===== src/rtl/imm_encoder.sv =====
// Scatters a 32-bit immediate into the RV32I bit positions of an instruction template,
// and expands load-immediate into ADDI or LUI(+ADDI). Optional feature macro: ROUNDTRIP_CHECK_EN.
`ifndef INSTR_WIDTH
`define INSTR_WIDTH 32
`endif
`ifndef DATA_WIDTH
`define DATA_WIDTH 32
`endif
`ifndef I_TYPE_IMM
`define I_TYPE_IMM 3'd0
`endif
`ifndef S_TYPE_IMM
`define S_TYPE_IMM 3'd1
`endif
`ifndef B_TYPE_IMM
`define B_TYPE_IMM 3'd2
`endif
`ifndef U_TYPE_IMM
`define U_TYPE_IMM 3'd3
`endif
`ifndef J_TYPE_IMM
`define J_TYPE_IMM 3'd4
`endif

module imm_encoder #(
  parameter logic [2:0] LI_TYPE = 3'b111
) (
  input  logic                     clk,
  input  logic                     rst_n,
  input  logic                     in_valid,
  output logic                     in_ready,
  input  logic [2:0]               in_type,
  input  logic [`INSTR_WIDTH-1:0]  in_base,
  input  logic [`DATA_WIDTH-1:0]   in_imm,
  output logic                     out_valid,
  input  logic                     out_ready,
  output logic [`INSTR_WIDTH-1:0]  out_instr,
  output logic                     out_last,
  output logic                     out_err
`ifdef ROUNDTRIP_CHECK_EN
  ,
  output logic                     chk_fail
`endif
);

  typedef enum logic {IDLE, SECOND} state_t;

  localparam logic [6:0] OP_IMM = 7'b0010011;
  localparam logic [6:0] OP_LUI = 7'b0110111;

  state_t state, state_next;
  logic   accept;

  logic [31:0] enc_instr;
  logic        enc_err, enc_last, enc_two;
  logic [31:0] enc_pend;
  logic [31:0] pend_instr;
  logic [4:0]  rd;
  logic [11:0] lo;
  logic [19:0] hi;
  logic        fits12, fits13, fits21;

  assign rd     = in_base[11:7];
  assign lo     = in_imm[11:0];
  assign hi     = in_imm[31:12] + {19'd0, in_imm[11]};
  // A value fits an N-bit signed field when all bits above N-1 copy the sign bit.
  assign fits12 = (&in_imm[31:11]) | ~(|in_imm[31:11]);
  assign fits13 = (&in_imm[31:12]) | ~(|in_imm[31:12]);
  assign fits21 = (&in_imm[31:20]) | ~(|in_imm[31:20]);

  assign accept = in_valid & in_ready;

  // NOTE: every variable gets a default at the top of always_comb so no path leaves it unassigned (no latch).
  always_comb begin
    enc_instr = in_base;
    enc_err   = 1'b0;
    enc_last  = 1'b1;
    enc_two   = 1'b0;
    enc_pend  = {lo, rd, 3'b000, rd, OP_IMM};
    if (in_type == LI_TYPE) begin
      if (fits12) begin
        enc_instr = {lo, 5'd0, 3'b000, rd, OP_IMM};
      end else begin
        enc_instr = {hi, rd, OP_LUI};
        enc_two   = (lo != 12'd0);
        enc_last  = (lo == 12'd0);
      end
    end else begin
      case (in_type)
        `I_TYPE_IMM: begin
          enc_instr = {in_imm[11:0], in_base[19:0]};
          enc_err   = ~fits12;
        end
        `S_TYPE_IMM: begin
          enc_instr = {in_imm[11:5], in_base[24:12], in_imm[4:0], in_base[6:0]};
          enc_err   = ~fits12;
        end
        `B_TYPE_IMM: begin
          enc_instr = {in_imm[12], in_imm[10:5], in_base[24:12], in_imm[4:1], in_imm[11], in_base[6:0]};
          enc_err   = ~fits13 | in_imm[0];
        end
        `U_TYPE_IMM: begin
          enc_instr = {in_imm[31:12], in_base[11:0]};
          enc_err   = (in_imm[11:0] != 12'd0);
        end
        `J_TYPE_IMM: begin
          enc_instr = {in_imm[20], in_imm[10:1], in_imm[11], in_imm[19:12], in_base[11:0]};
          enc_err   = ~fits21 | in_imm[0];
        end
        default: begin
          enc_instr = in_base;
          enc_err   = 1'b1;
        end
      endcase
    end
  end

  // NOTE: sequential state uses non-blocking assignments so every flop samples pre-edge values.
  always_ff @(posedge clk or negedge rst_n) begin
    if (!rst_n) state <= IDLE;
    else        state <= state_next;
  end

  always_comb begin
    state_next = state;
    case (state)
      IDLE:    if (accept && enc_two)      state_next = SECOND;
      SECOND:  if (out_valid && out_ready) state_next = IDLE;
      default: state_next = IDLE;
    endcase
  end

  always_comb begin
    in_ready = (state == IDLE) & (~out_valid | out_ready);
  end

  always_ff @(posedge clk or negedge rst_n) begin
    if (!rst_n) begin
      out_valid  <= 1'b0;
      out_instr  <= '0;
      out_last   <= 1'b0;
      out_err    <= 1'b0;
      pend_instr <= '0;
    end else if (accept) begin
      out_valid  <= 1'b1;
      out_instr  <= enc_instr;
      out_last   <= enc_last;
      out_err    <= enc_err;
      pend_instr <= enc_pend;
    end else if (state == SECOND && out_ready) begin
      out_valid <= 1'b1;
      out_instr <= pend_instr;
      out_last  <= 1'b1;
      out_err   <= 1'b0;
    end else if (out_ready) begin
      out_valid <= 1'b0;
    end
  end

`ifdef ROUNDTRIP_CHECK_EN
  // Decode the registered word again and compare against the value it was meant to carry.
  logic [2:0]  chk_type, enc_chk_type, pend_chk_type;
  logic [31:0] exp_imm, enc_exp, pend_exp;
  logic [31:0] dec_imm;

  always_comb begin
    enc_chk_type = in_type;
    enc_exp      = in_imm;
    if (in_type == LI_TYPE) begin
      enc_chk_type = fits12 ? `I_TYPE_IMM : `U_TYPE_IMM;
      enc_exp      = fits12 ? in_imm : {hi, 12'd0};
    end
  end

  always_ff @(posedge clk or negedge rst_n) begin
    if (!rst_n) begin
      chk_type      <= '0;
      exp_imm       <= '0;
      pend_chk_type <= '0;
      pend_exp      <= '0;
    end else if (accept) begin
      chk_type      <= enc_chk_type;
      exp_imm       <= enc_exp;
      pend_chk_type <= `I_TYPE_IMM;
      pend_exp      <= {{20{lo[11]}}, lo};
    end else if (state == SECOND && out_ready) begin
      chk_type <= pend_chk_type;
      exp_imm  <= pend_exp;
    end
  end

  ImmGen u_imm_gen (
    .Instr    (out_instr),
    .Imm_Type (chk_type),
    .Imm      (dec_imm)
  );

  assign chk_fail = out_valid & ~out_err & (dec_imm != exp_imm);
`endif

endmodule

===== config.mk =====
export PLATFORM = sky130hd
export DESIGN_NAME = imm_encoder
export DESIGN_NICKNAME = d
export VERILOG_FILES = /design/src/rtl/imm_encoder.sv
export SDC_FILE = /design/constraint.sdc
export NUM_CORES = 1
export LEC_CHECK = 0
export CAP_MARGIN = 40
export CORE_ASPECT_RATIO = 1.2
export CORE_MARGIN = 8
export CORE_UTILIZATION = 25
export DETAILED_ROUTE_END_ITERATION = 8
export GPL_TIMING_DRIVEN = 0
export PLACE_DENSITY = 0.58
export SETUP_SLACK_MARGIN = 0.15
export SLEW_MARGIN = 30
export SYNTH_ARGS = -nofsm -noshare
export SYNTH_HDL_FRONTEND = slang
export SYNTH_SLANG_ARGS = --single-unit

===== constraint.sdc =====
create_clock -name clk -period 3.62 [get_ports clk]
set_clock_uncertainty 0.15 [all_clocks]
set_input_delay 0.543 -clock clk [delete_from_list [all_inputs] [get_ports clk]]
set_output_delay 0.543 -clock clk [all_outputs]
set_load 0.02 [all_outputs]

==> results.sh <==
export IMPL_outcome="finished clean"
export IMPL_p_per_area_mw_per_mm2=485
export IMPL_diodes=0
export IMPL_peakVddDrop_mv=0.249
export IMPL_drtIter0Drc=316
export IMPL_finalHoldViolations=0
export IMPL_rsz0062_at_grt="no"
export IMPL_critical_path_class="in -> reg"
export IMPL_yosysWarnings=0
export IMPL_totalWireLength_microns=15200
export IMPL_finalInstanceArea_sq_mm=0.00508
export IMPL_dr_pass1_iters=6
export IMPL_syn2layout_area_growth_pct=40.6
export IMPL_synth_async_sr_flop_share=1.00
export IMPL_cts_sinks=54
export IMPL_hold_path_class="in -> async"
export IMPL_dpl_instance_area_sq_mm=0.00487
export IMPL_rrSetupSlack_ps=1100
export IMPL_finalCritPeriodShare=0.901
export IMPL_p_leak_nw=1.99
export IMPL_avgSynthCellArea_sq_um=8.40
export IMPL_yosysMostFrequentCell="nand2_1"
export IMPL_tightest_slew_ps=709
export IMPL_cts_repair_resized=0
export IMPL_max_freq_mhz=307
export IMPL_chipWidth_microns=126
export IMPL_cts_tree="done"
export IMPL_yosys_area_top_type_share=0.374
export IMPL_grt_pass1_vias=4033
export IMPL_htree_levels=2
export IMPL_io_buffer_count=101
export IMPL_ys_seq_area_frac=0.374
export IMPL_cap_viol_max_count=0
export IMPL_crit_arrival_ps=3340
export IMPL_critPathMaxFanout=6
export IMPL_layout_drive_gt1_share=0.0683
export IMPL_slew_viol_final=0
export IMPL_place_congestion=0.884
export IMPL_dpl_worst_slack_ps=-129
export IMPL_layout_min_cycle_time_ps=3260
export IMPL_slowest_delay_ps=650
export IMPL_vias_per_cell=5.33
export IMPL_dieArea_sq_mm=0.0186
export IMPL_synth_edf_count=0
export IMPL_synth_flop_cell="dfrtp_1"
export IMPL_cts_buffers=5
export IMPL_cp_cell_sequence="clkdlybuf4s50_1 > ha_1 > ha_1 > nand3_1 > or3_1 > or3_1 > a211oi_2 > o32a_1"
export IMPL_fin_ws_ps=358
export IMPL_core_sq_mm=0.0142
export IMPL_cts_setup_buffers=0
export IMPL_synthesis_area_sq_mm=0.00361
export IMPL_grt_pass1_wl_microns=23500
export IMPL_syn_num_nets=504
export IMPL_io_pins=107
export IMPL_slew_headroom=0.527
export IMPL_ys_ff_latch=54
export IMPL_num_vias=3824
export IMPL_die_h_microns=148
export IMPL_required_ps=3700
export IMPL_drc_errors=0
export IMPL_synth_common_cells="66 x nand2_1, 54 x dfrtp_1, 39 x nor2_1"
export IMPL_syn_inst=430
export IMPL_hpwl_microns=11800
export IMPL_ctsHoldBuffers=0
export IMPL_cts_clk_slew_worst_paths_ps=80
export IMPL_clkLatencyLatePin_ps=300
export IMPL_synth_top_cell_by_area="dfrtp_1"
export IMPL_rows=48
export IMPL_cp_start_kind="primary input"
export IMPL_fillers=1447
export IMPL_drtAntennaViolNets=0
export IMPL_nNetsFinal=615
export IMPL_yosysUniqueCellTypes=55
export IMPL_cts_root_buf="clkbuf_16"
export IMPL_fin_util=0.357
export IMPL_grtUsageTotal=0.162
export IMPL_grt_antenna_before_repair=0
export IMPL_synth_top_cells_by_area="dfrtp_1 37%, nand2_1 6.9%, mux2i_1 4.2%"
export IMPL_wire_per_inst_microns=21.2
export IMPL_slowest_stage="clkdlybuf4s50_1"
export IMPL_start_util=0.254
export IMPL_cts_buffer_depth=2
export IMPL_setup_viol=0
export IMPL_gr_total_overflow=0
export IMPL_end_kind="register"
export IMPL_grt_max_degree=30
==> state kept, by name (all words and copies together), names as in the netlist <==
register and flops:
out_last 1, pend_instr 18, state 1, out_instr 32
out_valid 1, out_err 1
==> placed cells by master, fill, tap and decap left out, drive strengths merged, types with 3 or more instances in the layout <==
| cell type | n |
|---|---|
| a211o | 3 |
| a211oi | 4 |
| a21oi | 16 |
| a221o | 8 |
| a22o | 3 |
| a311oi | 3 |
| a31oi | 4 |
| a32oi | 6 |
| and3 | 3 |
| buf | 15 |
| clkbuf | 23 |
| clkdlybuf4s50 | 100 |
| dfrtp | 54 |
| ha | 3 |
| inv | 7 |
| maj3 | 3 |
| mux2 | 7 |
| mux2i | 15 |
| nand2 | 66 |
| nand2b | 10 |
| nand3 | 19 |
| nand3b | 6 |
| nand4 | 7 |
| nor2 | 39 |
| nor2b | 7 |
| nor3 | 7 |
| nor4 | 13 |
| o211a | 3 |
| o211ai | 4 |
| o21a | 3 |
| o21ai | 29 |
| o22ai | 6 |
| o311ai | 4 |
| or2 | 3 |
| or3 | 4 |
| xnor2 | 9 |
| xor2 | 6 |
==> through the flow <==
step                setup TNS, ps  total power, W  std cells  hold WS, ps
floorplan                       0         0.00133        430         97.4
global placement             -132         0.00182        706          302
detailed placement           -129         0.00183        708          310
CTS                             0         0.00248        716         11.1
global route                    0         0.00259        717         24.8
finish                          0         0.00246        717         3.55
==> final cells by class <==
class	count	area (sq um)	area share
timing repair buffer	104	1040	0.206
sequential	54	1350	0.266
inverter	7	26.3	0.00517
multi-input combinational	341	2120	0.417
tap	175	219	0.0431
buffer	28	123	0.0241
clock buffer	6	139	0.0274
clock inverter	2	60.1	0.0118
==> power breakdown <==
part	internal [W]	switching [W]	total (W)
clock	0.000416	0.000234	0.000650
combinational	0.000440	0.000518	0.000958
sequential	0.000762	0.0000917	0.000854
total	0.00162	0.000844	0.00246
==> kinds of logic after synthesis <==
family | count (synthesis) | synth area share
simple gates | 188 | 0.251
compound gates | 110 | 0.215
flops | 54 | 0.374
buf+inv | 35 | 0.0412
mux | 22 | 0.0634
xor+xnor | 15 | 0.0364
fa+ha+maj | 6 | 0.0187
==> path summary, 6_finish.rpt <==
check,startpoint,endpoint,cells after the start
max in group asynchronous,rst_n,pend_instr[31],2
hold / removal,rst_n,out_instr[21],1
setup / recovery,in_imm[11],out_instr[28],8
min in group clk,pend_instr[23],pend_instr[23],2
setup reg to reg,state,out_instr[4],6
hold reg to reg,pend_instr[23],pend_instr[23],2
==> layer usage <==
layer	global-route usage	up-vias	wire length, microns
li1	-	1805	-
met1	0.201	1823	6570
met2	0.265	170	7160
met3	0.0411	26	1080
met4	0.0622	0	388
met5	0	-	0
==> worst max-delay path: cells and delay by family <==
family | cells | cell delay (ps)
buffers and inverters | 1 | 650
and+or+nand+nor | 3 | 1100
AOI/OAI and AO/OA | 2 | 560
adders and majority gates | 2 | 490
Power figures use the tool's default switching activity.
